## config.mk

```make
export PLATFORM = sky130hd
export DESIGN_NAME = alu_operand_loader_flat
export DESIGN_NICKNAME = d
export VERILOG_FILES = /design/src/rtl/alu_operand_loader_if.sv /design/src/rtl/alu_operand_loader.sv /design/src/flat_wrapper.sv
export SDC_FILE = /design/constraint.sdc
export NUM_CORES = 1
export LEC_CHECK = 0
export CORE_ASPECT_RATIO = 1.5
export CORE_MARGIN = 2
export CORE_UTILIZATION = 30
export CTS_CLUSTER_SIZE = 40
export DETAILED_ROUTE_END_ITERATION = 8
export DONT_BUFFER_PORTS = 1
export PLACE_DENSITY_LB_ADDON = 0.05
export SYNTH_ARGS = -nofsm -noshare
export SYNTH_HDL_FRONTEND = slang
export SYNTH_SLANG_ARGS = --single-unit
```

## constraint.sdc

```tcl
create_clock -name clk -period 4.2 [get_ports clk]
set_input_delay 0.84 -clock clk [delete_from_list [all_inputs] [get_ports clk]]
set_output_delay 0.84 -clock clk [all_outputs]
set_load 0.01 [all_outputs]
```

## src/rtl/alu_operand_loader_if.sv

```systemverilog
// Operand/opcode bus between the board-side inputs and the ALU operand loader.
// The slave modport is the loader; the master modport is the board or bench side.
interface alu_operand_loader_if;
  logic [7:0] sw;
  logic       btn_load;
  logic [3:0] btn_op;
  logic [7:0] A;
  logic [7:0] B;
  logic [3:0] Button;
  logic [1:0] state;
  logic       op_valid;

  modport master (
    output sw, btn_load, btn_op,
    input  A, B, Button, state, op_valid
  );

  modport slave (
    input  sw, btn_load, btn_op,
    output A, B, Button, state, op_valid
  );
endinterface

```

## src/rtl/alu_operand_loader.sv

```systemverilog
// Debounced load A -> load B -> pick-op sequencer driving clean operands to the lab ALU.
// Optional SHOW-state idle timeout is enabled by defining ALU_LOADER_TIMEOUT_EN.
module alu_operand_loader #(
  parameter logic [15:0] DEBOUNCE_CYCLES = 16'd50000
`ifdef ALU_LOADER_TIMEOUT_EN
  , parameter logic [31:0] TIMEOUT_CYCLES = 32'd500000000
`endif
) (
  input logic                 clk,
  input logic                 reset_n,
  alu_operand_loader_if.slave bus
);

  typedef enum logic [1:0] {
    StWaitA  = 2'b00,
    StWaitB  = 2'b01,
    StWaitOp = 2'b10,
    StShow   = 2'b11
  } state_e;

  logic [7:0]  sw_meta_q, sw_sync_q;
  logic [4:0]  btn_raw;
  logic [4:0]  btn_meta_q, btn_sync_q, btn_deb_q, btn_deb_dly_q, press_q;
  logic [15:0] deb_cnt_q [5];

  state_e      state_q;
  logic [7:0]  a_q, b_q;
  logic [3:0]  button_q;
  logic        op_valid_q;

  logic        load_ev;
  logic [3:0]  op_ev;
  logic        op_single;

  // Bit 0 is the load button, bits 4:1 the op buttons.
  assign btn_raw = {bus.btn_op, bus.btn_load};

  always_ff @(posedge clk) begin
    if (!reset_n) begin
      sw_meta_q     <= '0;
      sw_sync_q     <= '0;
      btn_meta_q    <= '0;
      btn_sync_q    <= '0;
      btn_deb_q     <= '0;
      btn_deb_dly_q <= '0;
      press_q       <= '0;
      for (int i = 0; i < 5; i++) begin
        deb_cnt_q[i] <= '0;
      end
    end else begin
      sw_meta_q  <= bus.sw;
      sw_sync_q  <= sw_meta_q;
      btn_meta_q <= btn_raw;
      btn_sync_q <= btn_meta_q;
      for (int i = 0; i < 5; i++) begin
        if (btn_sync_q[i] == btn_deb_q[i]) begin
          deb_cnt_q[i] <= '0;
        end else if (deb_cnt_q[i] == DEBOUNCE_CYCLES - 16'd1) begin
          btn_deb_q[i] <= btn_sync_q[i];
          deb_cnt_q[i] <= '0;
        end else begin
          deb_cnt_q[i] <= deb_cnt_q[i] + 16'd1;
        end
      end
      // Registered rising-edge detect: exactly one cycle per accepted press.
      btn_deb_dly_q <= btn_deb_q;
      press_q       <= btn_deb_q & ~btn_deb_dly_q;
    end
  end

  assign load_ev   = press_q[0];
  assign op_ev     = press_q[4:1];
  assign op_single = $onehot(op_ev);

`ifdef ALU_LOADER_TIMEOUT_EN
  logic [31:0] to_cnt_q;
`endif

  always_ff @(posedge clk) begin
    if (!reset_n) begin
      state_q    <= StWaitA;
      a_q        <= '0;
      b_q        <= '0;
      button_q   <= '0;
      op_valid_q <= 1'b0;
`ifdef ALU_LOADER_TIMEOUT_EN
      to_cnt_q   <= '0;
`endif
    end else begin
      op_valid_q <= 1'b0;
      unique case (state_q)
        StWaitA: begin
          if (load_ev) begin
            a_q     <= sw_sync_q;
            state_q <= StWaitB;
          end
        end
        StWaitB: begin
          if (load_ev) begin
            b_q     <= sw_sync_q;
            state_q <= StWaitOp;
          end
        end
        StWaitOp: begin
          if (load_ev) begin
            state_q <= StWaitA;
          end else if (op_single) begin
            button_q   <= op_ev;
            op_valid_q <= 1'b1;
            state_q    <= StShow;
`ifdef ALU_LOADER_TIMEOUT_EN
            to_cnt_q   <= '0;
`endif
          end
        end
        StShow: begin
`ifdef ALU_LOADER_TIMEOUT_EN
          if (load_ev || (to_cnt_q == TIMEOUT_CYCLES - 32'd1)) begin
            button_q <= '0;
            state_q  <= StWaitA;
          end else begin
            to_cnt_q <= (|op_ev) ? '0 : to_cnt_q + 32'd1;
            if (op_single) begin
              button_q   <= op_ev;
              op_valid_q <= 1'b1;
            end
          end
`else
          if (load_ev) begin
            button_q <= '0;
            state_q  <= StWaitA;
          end else if (op_single) begin
            button_q   <= op_ev;
            op_valid_q <= 1'b1;
          end
`endif
        end
      endcase
    end
  end

  assign bus.A        = a_q;
  assign bus.B        = b_q;
  assign bus.Button   = button_q;
  assign bus.state    = state_q;
  assign bus.op_valid = op_valid_q;

endmodule

```

## src/flat_wrapper.sv

```systemverilog
// flat-port wrapper written by rule: the top's interface ports become plain ports
module alu_operand_loader_flat 
#(
  parameter logic [15:0] DEBOUNCE_CYCLES = 16'd50000

)
  (clk, reset_n, bus_sw, bus_btn_load, bus_btn_op, bus_A, bus_B, bus_Button, bus_state, bus_op_valid);
  alu_operand_loader_if bus_i ();
  input logic clk;
  input logic reset_n;
  input wire logic [$bits(bus_i.sw)-1:0] bus_sw;
  input wire logic [$bits(bus_i.btn_load)-1:0] bus_btn_load;
  input wire logic [$bits(bus_i.btn_op)-1:0] bus_btn_op;
  output wire logic [$bits(bus_i.A)-1:0] bus_A;
  output wire logic [$bits(bus_i.B)-1:0] bus_B;
  output wire logic [$bits(bus_i.Button)-1:0] bus_Button;
  output wire logic [$bits(bus_i.state)-1:0] bus_state;
  output wire logic [$bits(bus_i.op_valid)-1:0] bus_op_valid;
  assign bus_i.sw = bus_sw;
  assign bus_i.btn_load = bus_btn_load;
  assign bus_i.btn_op = bus_btn_op;
  assign bus_A = bus_i.A;
  assign bus_B = bus_i.B;
  assign bus_Button = bus_i.Button;
  assign bus_state = bus_i.state;
  assign bus_op_valid = bus_i.op_valid;
  alu_operand_loader #(.DEBOUNCE_CYCLES(DEBOUNCE_CYCLES)) u_core (.clk(clk), .reset_n(reset_n), .bus(bus_i));
endmodule
```

---- After elaboration in Yosys (flattened, before gate mapping) ----
Memories as Yosys holds them, arrays and structs flattened.
Index checks and enable logic that the tools add are counted.
operators by class
  add/sub/neg operators ................... 8
  equal/unequal tests ..................... 19
  mux-type cells .......................... 82
  bitwise gates (word level) .............. 24
  reductions and logical operators ........ 13
operator list
  cell                                                    count
  two-way mux 16 bit                                      15
  adder 16 x 1 -> 16 bit (second input constant)          5
  equality test 16 bit (second input constant)            5
  two-way mux 1 bit                                       57
  AND reduction 2 bit                                     8
  bitwise OR 1 bit                                        15
  two-way mux 4 bit                                       3
  two-way mux 2 bit                                       5
  case mux 2 bit (4 select lines)                         1
  case mux 4 bit (2 select lines)                         1
  inverter 1 bit                                          7
  inequality test 2 x 1 -> 1 bit (second input constant)  3
  bitwise AND 5 bit                                       1
  equality test 1 bit                                     5
  inverter 5 bit                                          1
  adder 1 x 1 -> 2 bit                                    2
  equality test 2 bit (second input constant)             2
  AND reduction 4 bit                                     1
  adder 3 bit                                             1
  equality test 3 x 1 -> 1 bit (second input constant)    1
  inequality test 3 x 1 -> 1 bit (second input constant)  1
  OR reduction 3 bit                                      1
  equality test 2 x 1 -> 1 bit (second input constant)    1
  logical NOT 2 bit                                       1
  other kinds (3)                                         3
storage, ports and cells
  bits in registers ....................... 64
  bits in writable memories ............... 80
  input bits .............................. 15
  output and inout bits ................... 23
  logic and storage cells ................. 163
  memories kept ........................... 1
memory list
  name              words  bits a word  rd ports  clocked after memory_dff  wr ports  line                      text
  u_core.deb_cnt_q  5      16           5         0                         5         alu_operand_loader.sv:24  logic [15:0] deb_cnt_q [5];

---- Depth between registers and ports, before layout ----
Gate-level depths: netlist (run 1).
An unclocked memory read counts as a cell.
  word-level depth ........................ 8
  depth in mapped cells ................... 6
  depth with buffers taken out ............ 6

---- Worst setup path after synthesis (run 1) ----
OpenSTA, ideal clock, no wires.
  path type ............................... register to register
  start ................................... reg u_core.press_q[3]
  end ..................................... reg u_core.button_q[0] (netlist: u_core.bus.Button[0])
  setup time .............................. 0.117 ns
  data arrival time ....................... 2.258 ns
  data required time ...................... 4.083 ns
  setup slack ............................. 1.825 ns
  stages on the path, launching flop included .. 7
  path buffers ............................ 0
  period minus slack after synthesis ...... 2.375 ns
  path through ............................ dfxtp_1 > ha_1 > ha_1 > fa_1 > or4b_2 > and3_1 > a22o_1
between the ends
  longest elaborated chain between the ends .. 6
  elaborated cells on any way between the ends .. 7
  classes of those cells .................. add/sub: 2; eq/ne: 1; mux: 4
RTL lines
  item                                          line                       text
  start: declaration                            alu_operand_loader.sv:23   logic [4:0] btn_meta_q, btn_sync_q, btn_deb_q, btn_deb_dly_q, press_q;
  start signal: assignment                      alu_operand_loader.sv:67   press_q <= btn_deb_q & ~btn_deb_dly_q;
  adder 1 x 1 -> 2 bit (not written as such) *  alu_operand_loader.sv:73   assign op_single = $onehot(op_ev);
  adder 3 bit (not written as such) *           alu_operand_loader.sv:73
  equality test 3 x 1 -> 1 bit *                alu_operand_loader.sv:73
  two-way mux 4 bit *                           --
  two-way mux 4 bit, on equally long branches   --
  case mux 4 bit (2 select lines) *             --
  end signal: assignment                        alu_operand_loader.sv:108  button_q <= op_ev;
  end signal: assignment                        alu_operand_loader.sv:133  button_q <= op_ev;
  end: declaration                              alu_operand_loader.sv:28   logic [3:0] button_q;
Every way passes the cells marked *; elsewhere a longest branch is shown, timed or not. The select of a mux whose other input is x is not followed.
A chain may end at the register's enable or synchronous reset.

---- Worst setup path after layout (run 1) ----
  start ................................... reg u_core.press_q[3]
  end ..................................... reg u_core.button_q[3] (netlist: u_core.bus.Button[3])
The elaborated chain is that of the path after synthesis.

==> results by group, run 1 <==
Global routing
  • Largest net degree at the start of global routing: 42
  • All-Layer GR Usage: 11.8%
  • GRT overflow: 0
  • Met1 Track Usage GR: 13.7%
  • First-pass GRT wire length: 20.4 mm
  • Grt peak-use layer: met2
  • Met2 Track Usage GR: 19.5%
  • Met3 usage in global routing: 3.77%
  • Number of global-route vias before repair: 4107
  • Initial antenna violation count: 1

Floorplan
  • IO Count: 38
  • Initial Util: 30.3%
  • Die area: 22300 µm²
  • FP Rows: 65
  • Core area: 20900 µm²
  • Die Ht: 182 µm
  • Chip Width: 123 µm

Finish
  • Diode count: 0
  • Fin nets: 680
  • Most frequent cells in the layout: nor2_1 (112), edfxtp_1 (80), conb_1 (80)
  • Layout cells sized above 1: 5.38%
  • Non-filler cells, final: 937
  • Commonest non-fill, non-tap cell in the layout: nor2_1
  • Area delta synth->final: 18.2%

CTS
  • CTS buffer count: 17
  • Clock sink total: 144
  • Post-CTS setup buffers: 0
  • Clock buffer depth: 2
  • Post-CTS Hold Buffers: 0
  • Clk Latency, worst-skew pair: 0.42 ns
  • Htree depth: 4
  • Post-CTS sizing: 0
  • CTS tree: yes
  • Root buffer cell: clkbuf_16
  • Clock-pin slew on the worst setup and hold paths: 0.06 ns

Run status
  • Status: complete, no violations

Placement
  • Hpwl dp: 8.30 mm
  • RePlAce Congestion: 0.715
  • PortBufs: 0
  • Cell Count Post-Placement: 905

Detailed routing
  • Vias: 4064
  • Routed len/inst: 12.8 µm
  • Iter 0 DRT Violations: 182
  • DRT Wirelength: 11.9 mm
  • Routed Antenna Nets: 0
  • Vias per std cell: 4.34
  • DRC: 0
  • DR pass1 iterations: 4

STA
  • Clk_skew: 0.00818 ns
  • Final Setup Violations: 0
  • Headroom to the max-slew limit: 31.0%
  • Post-layout min period: 2.48 ns
  • Final Hold Viols: 0
  • Worst-Margin Slew: 1.03 ns
  • RSZ-0062 raised after global routing: false
  • Peak Freq: 0.403 GHz
  • Final Max Tran Viols: 0
  • Final TNS setup: 0 ns
  • Fin crit share: 59.1%

Worst setup path
  • Reg2reg path depth: 6
  • Family with the most delay on the worst path: simple AND/OR/NAND/NOR gates
  • Worst setup EP type: register
  • Critical path depth: 6
  • Max FO, Critical Path: 4
  • Crit-path max cell delay: 0.71 ns
  • Crit Path Category: register to register
  • CP max stage cell: or4b_2
  • CP Cell Sequence: ha_1 > ha_1 > fa_1 > or4b_2 > and3_1 > a22o_1
  • CP Buf/Inv Count: 0
  • Worst setup SP type: register
  • Most frequent CP cell: ha_1
  • CP required: 4.51 ns
  • Worst Path Arrival: 2.79 ns

Power
  • Max rail drop VDD: 0.235 mV
  • Cell Pwr Density: 417 nW/µm²
  • Leakage: 0.00276 µW

Job
  • Max-Cap Viols: 0

Yosys
  • Library cells used by synthesis: 33
  • FF+latch count, synth: 144
  • Largest family of logic cells by synthesized area: simple AND/OR/NAND/NOR gates
  • XOR/XNOR Fraction of Synth Area: 10.4%
  • Number of flops mapped to enable cells by yosys: 80
  • Syn avg cell area: 11.1 µm²
  • Post-synthesis compound-gate area fraction: 0.790%
  • Mux share of post-synthesis cell area: 3.32%
  • Ys async rst share: 0%
  • Ys Warns: 0
  • Post-synthesis adder-cell area fraction: 1.90%
  • Top_reg_cell synth: edfxtp_1
  • Register area share after synthesis: 58.2%
  • Post-Synthesis Cells: 572
  • Synth Area in Simple Gates: 23.2%
  • Post-synthesis cell area: 6330 µm²

Hold path
  • Hold WC Path Type: register to register
  • Worst hold stages: 1
## synthesized netlist by cell type (2+ instances only)
| cell | number | area share (%) |
|---|---|---|
| and3_1 | 8 | 0.79 |
| clkbuf_1 | 11 | 0.65 |
| mux2i_1 | 21 | 3.3 |
| nor4b_1 | 4 | 0.55 |
| nand3_1 | 31 | 2.4 |
| nor2_1 | 112 | 6.6 |
| and2_1 | 31 | 3.1 |
| dfxtp_1 | 64 | 20 |
| nand4b_1 | 2 | 0.28 |
| inv_1 | 21 | 1.2 |
| ha_1 | 8 | 1.6 |
| nor4bb_1 | 8 | 1.3 |
| nor2b_1 | 5 | 0.49 |
| nor4_1 | 22 | 2.2 |
| xnor2_1 | 59 | 8.2 |
| xor2_1 | 16 | 2.2 |
| edfxtp_1 | 80 | 38 |
| nand4_1 | 19 | 1.9 |
| a21oi_1 | 3 | 0.24 |
| nor3_1 | 18 | 1.4 |
| nand2_1 | 13 | 0.77 |
| a22o_1 | 4 | 0.55 |
| buf_1 | 2 | 0.12 |
## final timing paths
check,from,endpoint,slack (ns)
setup / recovery,u_core.press_q[3],u_core.bus.Button[3],1.72
setup reg to reg,u_core.press_q[3],u_core.bus.Button[3],1.72
hold reg to reg,u_core.btn_deb_dly_q[0],u_core.press_q[0],0.38
hold / removal,u_core.btn_deb_dly_q[0],u_core.press_q[0],0.38
## power breakdown
part	switching (µW)	total, µW	internal (µW)	leakage [µW]
clock	600	1460	862	0.000288
sequential	43.1	1580	1530	0.00135
combinational	46.4	84.0	37.5	0.00113
total	689	3120	2430	0.00276
## kinds of logic (layout without fill, tap and decap cells)
kind of cell,count (synthesis),in the layout
simple gates,280,280
other cells,1,80
mux,21,21
fa+ha+maj,9,9
buf+inv,35,53
xor+xnor,75,75
compound gates,7,7
flops,144,144
## per-layer routing
metal  vias to the layer above  wire length (µm)
met5                         -                 0
met4                         0               189
met3                        13               482
met2                        68              6040
met1                      1893              5230
li1                       2090                 -
## registers in the layout, indices dropped and copies added (netlist names)
signal	cells
u_core.btn_deb_dly_q	5
u_core.btn_deb_q	5
u_core.btn_meta_q	5
u_core.btn_sync_q	5
u_core.bus.A	8
u_core.bus.B	8
u_core.bus.Button	4
u_core.bus.op_valid	1
u_core.bus.state	2
u_core.deb_cnt_q	80
u_core.press_q	5
u_core.sw_meta_q	8
u_core.sw_sync_q	8
## through the flow
step	total power (µW)	cell area [µm²]	worst slack (ns)	hold slack [ns]	utilization (%)
final	3120	7480	1.72	0.380	35.8
after global routing	3260	7480	1.58	0.393	35.8
after CTS	3180	7480	1.71	0.380	35.8
after detailed placement	1690	6910	1.71	0.371	33.0
after global placement	1690	6910	1.77	0.373	33.0
after floorplan	1670	6630	1.83	0.367	-
## worst register-to-register path: stages (launching register included)
cell and delay (ns):
dfxtp_1 0.32, ha_1 0.29, ha_1 0.21, fa_1 0.43, or4b_2 0.71, and3_1 0.24
a22o_1 0.19
## cell type report
type,instances,area (µm²)
well taps,268,335
fillers,2060,13400
inverters,21,78.8
clock inverters,10,70.1
flip-flops and latches,144,3680
clock buffers,22,507
multi-input cells,472,2810
Note: power is estimated with default switching activity, not from simulation.
==> inputs of run 2 (changes only) <==
==> constraint.sdc (replaced) <==
create_clock -name clk -period 2.4 [get_ports clk]
set_input_delay 0.48 -clock clk [delete_from_list [all_inputs] [get_ports clk]]
set_output_delay 0.48 -clock clk [all_outputs]
set_load 0.01 [all_outputs]
==> run 2 against run 1 <==
Against the previous run: die area did not move; flip-flop and latch count unchanged; wire length shrank 0.39%; global-route usage is essentially flat; worst setup slack worse by 1.6 ns; worst hold slack got worse by 0.20 ns; combinational power increased by 81%.
==> results by group, run 2 (synthesis gave the netlist of run 1 again) <==
STA
  • RSZ-0062 raised after global routing: false
  • Final Max Tran Viols: 0 (unchanged)
  • Post-layout min period: 2.30 ns (-0.185 ns)
  • Final worst slack: 0.103 ns (-1.61 ns)
  • Clk_skew: 0.00916 ns (+0.000981 ns)
  • Fin crit share: 95.7% (+37 points)
  • Peak Freq: 0.435 GHz (+8.1%)
  • Final Hold Viols: 0 (unchanged)
  • Final Setup Violations: 0 (unchanged)

Global routing
  • Met3 usage in global routing: 4.11% (+0.35 points)
  • Number of global-route vias before repair: 4141 (+0.83%)
  • GRT overflow: 0 (unchanged)
  • Met1 Track Usage GR: 12.9% (-0.84 points)
  • Initial antenna violation count: 1 (unchanged)
  • Grt peak-use layer: met2
  • First-pass GRT wire length: 20.3 mm (-0.51%)
  • Largest net degree at the start of global routing: 42 (unchanged)
  • All-Layer GR Usage: 11.8% (about the same)
  • Met2 Track Usage GR: 20.2% (+0.67 points)

Power
  • Tot Pwr: 5330 µW (+71%)
  • Psw: 1190 µW (+73%)
  • Clock power frac: 45.4% (-1.4 points)
  • Cell Pwr Density: 707 nW/µm² (+69%)
  • Internal: 4130 µW (+70%)
  • Switching share of power: 22.4% (+0.32 points)
  • Max rail drop VDD: 0.427 mV (+81%)
  • Combinational power share: 2.9% (+0.2 points)
  • Sequential Power Share: 51.8% (+1.3 points)
  • Leakage: 0.00280 µW (+1.3%)

Placement
  • DP Area: 6990 µm² (+1.2%)
  • Hpwl dp: 8.39 mm (+1.1%)
  • Cell Count Post-Placement: 916 (+1.2%)
  • PortBufs: 0 (unchanged)
  • RePlAce Congestion: 0.739 (+3.4%)
  • Pre-CTS setup slack: -0.0739 ns (-1.78 ns)

Detailed routing
  • DR pass1 iterations: 4 (unchanged)
  • Vias per std cell: 4.33 (about the same)
  • DRT Wirelength: 11.9 mm (-0.39%)
  • Routed len/inst: 12.6 µm (-1.5%)
  • DRC: 0 (unchanged)
  • Routed Antenna Nets: 0 (unchanged)
  • Iter 0 DRT Violations: 146 (-20%)
  • Vias: 4109 (+1.1%)

Worst setup path
  • Max FO, Critical Path: 4 (unchanged)
  • Crit-path max cell delay: 0.57 ns (-0.14 ns)
  • Crit Path Category: register to register
  • CP max stage cell: or4b_4
  • Worst setup SP type: register
  • CP required: 2.72 ns (-1.79 ns)
  • CP Cell Sequence: ha_1 > ha_1 > fa_1 > or4b_4 > and3_4 > a22o_1
  • Worst setup EP type: register
  • Most frequent CP cell: ha_1
  • Worst Path Arrival: 2.61 ns (-0.18 ns)

Floorplan
  • Core area: 20900 µm² (unchanged)
  • Initial Util: 30.3% (unchanged)
  • Die Ht: 182 µm (unchanged)
  • Die area: 22300 µm² (unchanged)
  • IO Count: 38 (unchanged)
  • FP Rows: 65 (unchanged)
  • Chip Width: 123 µm (unchanged)

Run status
  • Status: complete, no violations

CTS
  • Htree depth: 4 (unchanged)
  • CTS tree: yes
  • Clock buffer depth: 2 (unchanged)
  • Clock sink total: 144 (unchanged)
  • Clock-pin slew on the worst setup and hold paths: 0.06 ns (about the same)
  • Clk Latency, worst-skew pair: 0.42 ns (about the same)
  • CTS buffer count: 17 (unchanged)
  • Post-CTS setup buffers: 0 (unchanged)
  • Root buffer cell: clkbuf_16
  • Post-CTS sizing: 3 (+3)
  • Post-CTS Hold Buffers: 0 (unchanged)

Finish
  • Layout cells sized above 1: 7.06% (+1.7 points)
  • Largest register FFs: 80 (unchanged)
  • Non-filler cells, final: 948 (+1.2%)
  • Fillcell total: 2094 (+1.7%)
  • Most frequent cells in the layout: nor2_1 (111), edfxtp_1 (80), conb_1 (80)
  • Multi-input gate area in the final layout: 2820 µm² (+0.40%)
  • Area delta synth->final: 19.0%
  • Most flop-heavy register: u_core.deb_cnt_q
  • Finished layout cell area: 7540 µm² (+0.72%)
  • Commonest non-fill, non-tap cell in the layout: nor2_1
  • Fin nets: 691 (+1.6%)
  • Diode count: 0 (unchanged)
  • Seq. cell area: 3680 µm² (unchanged)

Hold path
  • Hold WC Path Type: input pin to register

Job
  • Max-Cap Viols: 0 (unchanged)
## run 2: cell count changes in the layout (fill, tap and decap cells not counted), sizes merged
cell and change:
buf +11, clkbuf -2, clkinv +3, clkinvlp -1
## run 2: critical path: cells and delay by family, from the launching register on
kind                     cells  cell delay (ns)
AO/OA/AOI/OAI                1             0.17
AND/OR/NAND/NOR              2             0.77
flip-flops                   1             0.32
adder cells (fa/ha/maj)      3             0.95
## run 2: final timing paths
check	cells past startpoint	startpoint	slack, ns	to
setup / recovery	6	u_core.press_q[3]	0.10	u_core.bus.Button[2]
hold / removal	1	bus_sw[4]	0.18	u_core.sw_meta_q[4]
setup reg to reg	6	u_core.press_q[3]	0.10	u_core.bus.Button[2]
hold reg to reg	1	u_core.btn_deb_dly_q[1]	0.38	u_core.press_q[1]
## run 2: cell type report
cell class | count | share of cell area (%)
clock buffers | 20 | 6.08
repair buffers | 11 | 1.10
inverters | 21 | 1.05
well taps | 268 | 4.45
flip-flops and latches | 144 | 48.9
multi-input cells | 472 | 37.4
clock inverters | 12 | 1.05
## run 2: through the flow
stage	TNS (ns)	utilization (%)	hold slack, ns
2_1_floorplan	0	-	0.367
3_3_place_gp	-0.148	33.4	0.373
3_5_place_dp	-0.281	33.4	0.371
4_1_cts	0	36.1	0.152
5_1_grt	0	36.1	0.155
6_report	0	36.1	0.182
## run 2: per-layer routing
layer | up-vias | part of all wire (%)
li1 | 2116 | -
met2 | 45 | 51
met3 | 19 | 3.7
met1 | 1929 | 43
met4 | 0 | 2.3
met5 | - | 0
## run 2: power groups by stage
stage / sequential (µW) / combinational (µW) / clock [µW]
after floorplan: 2790 / 136 / 0
after global placement: 2810 / 150 / 0
after detailed placement: 2810 / 150 / 0
after CTS: 2760 / 152 / 2540
after global routing: 2770 / 181 / 2630
final: 2760 / 152 / 2420
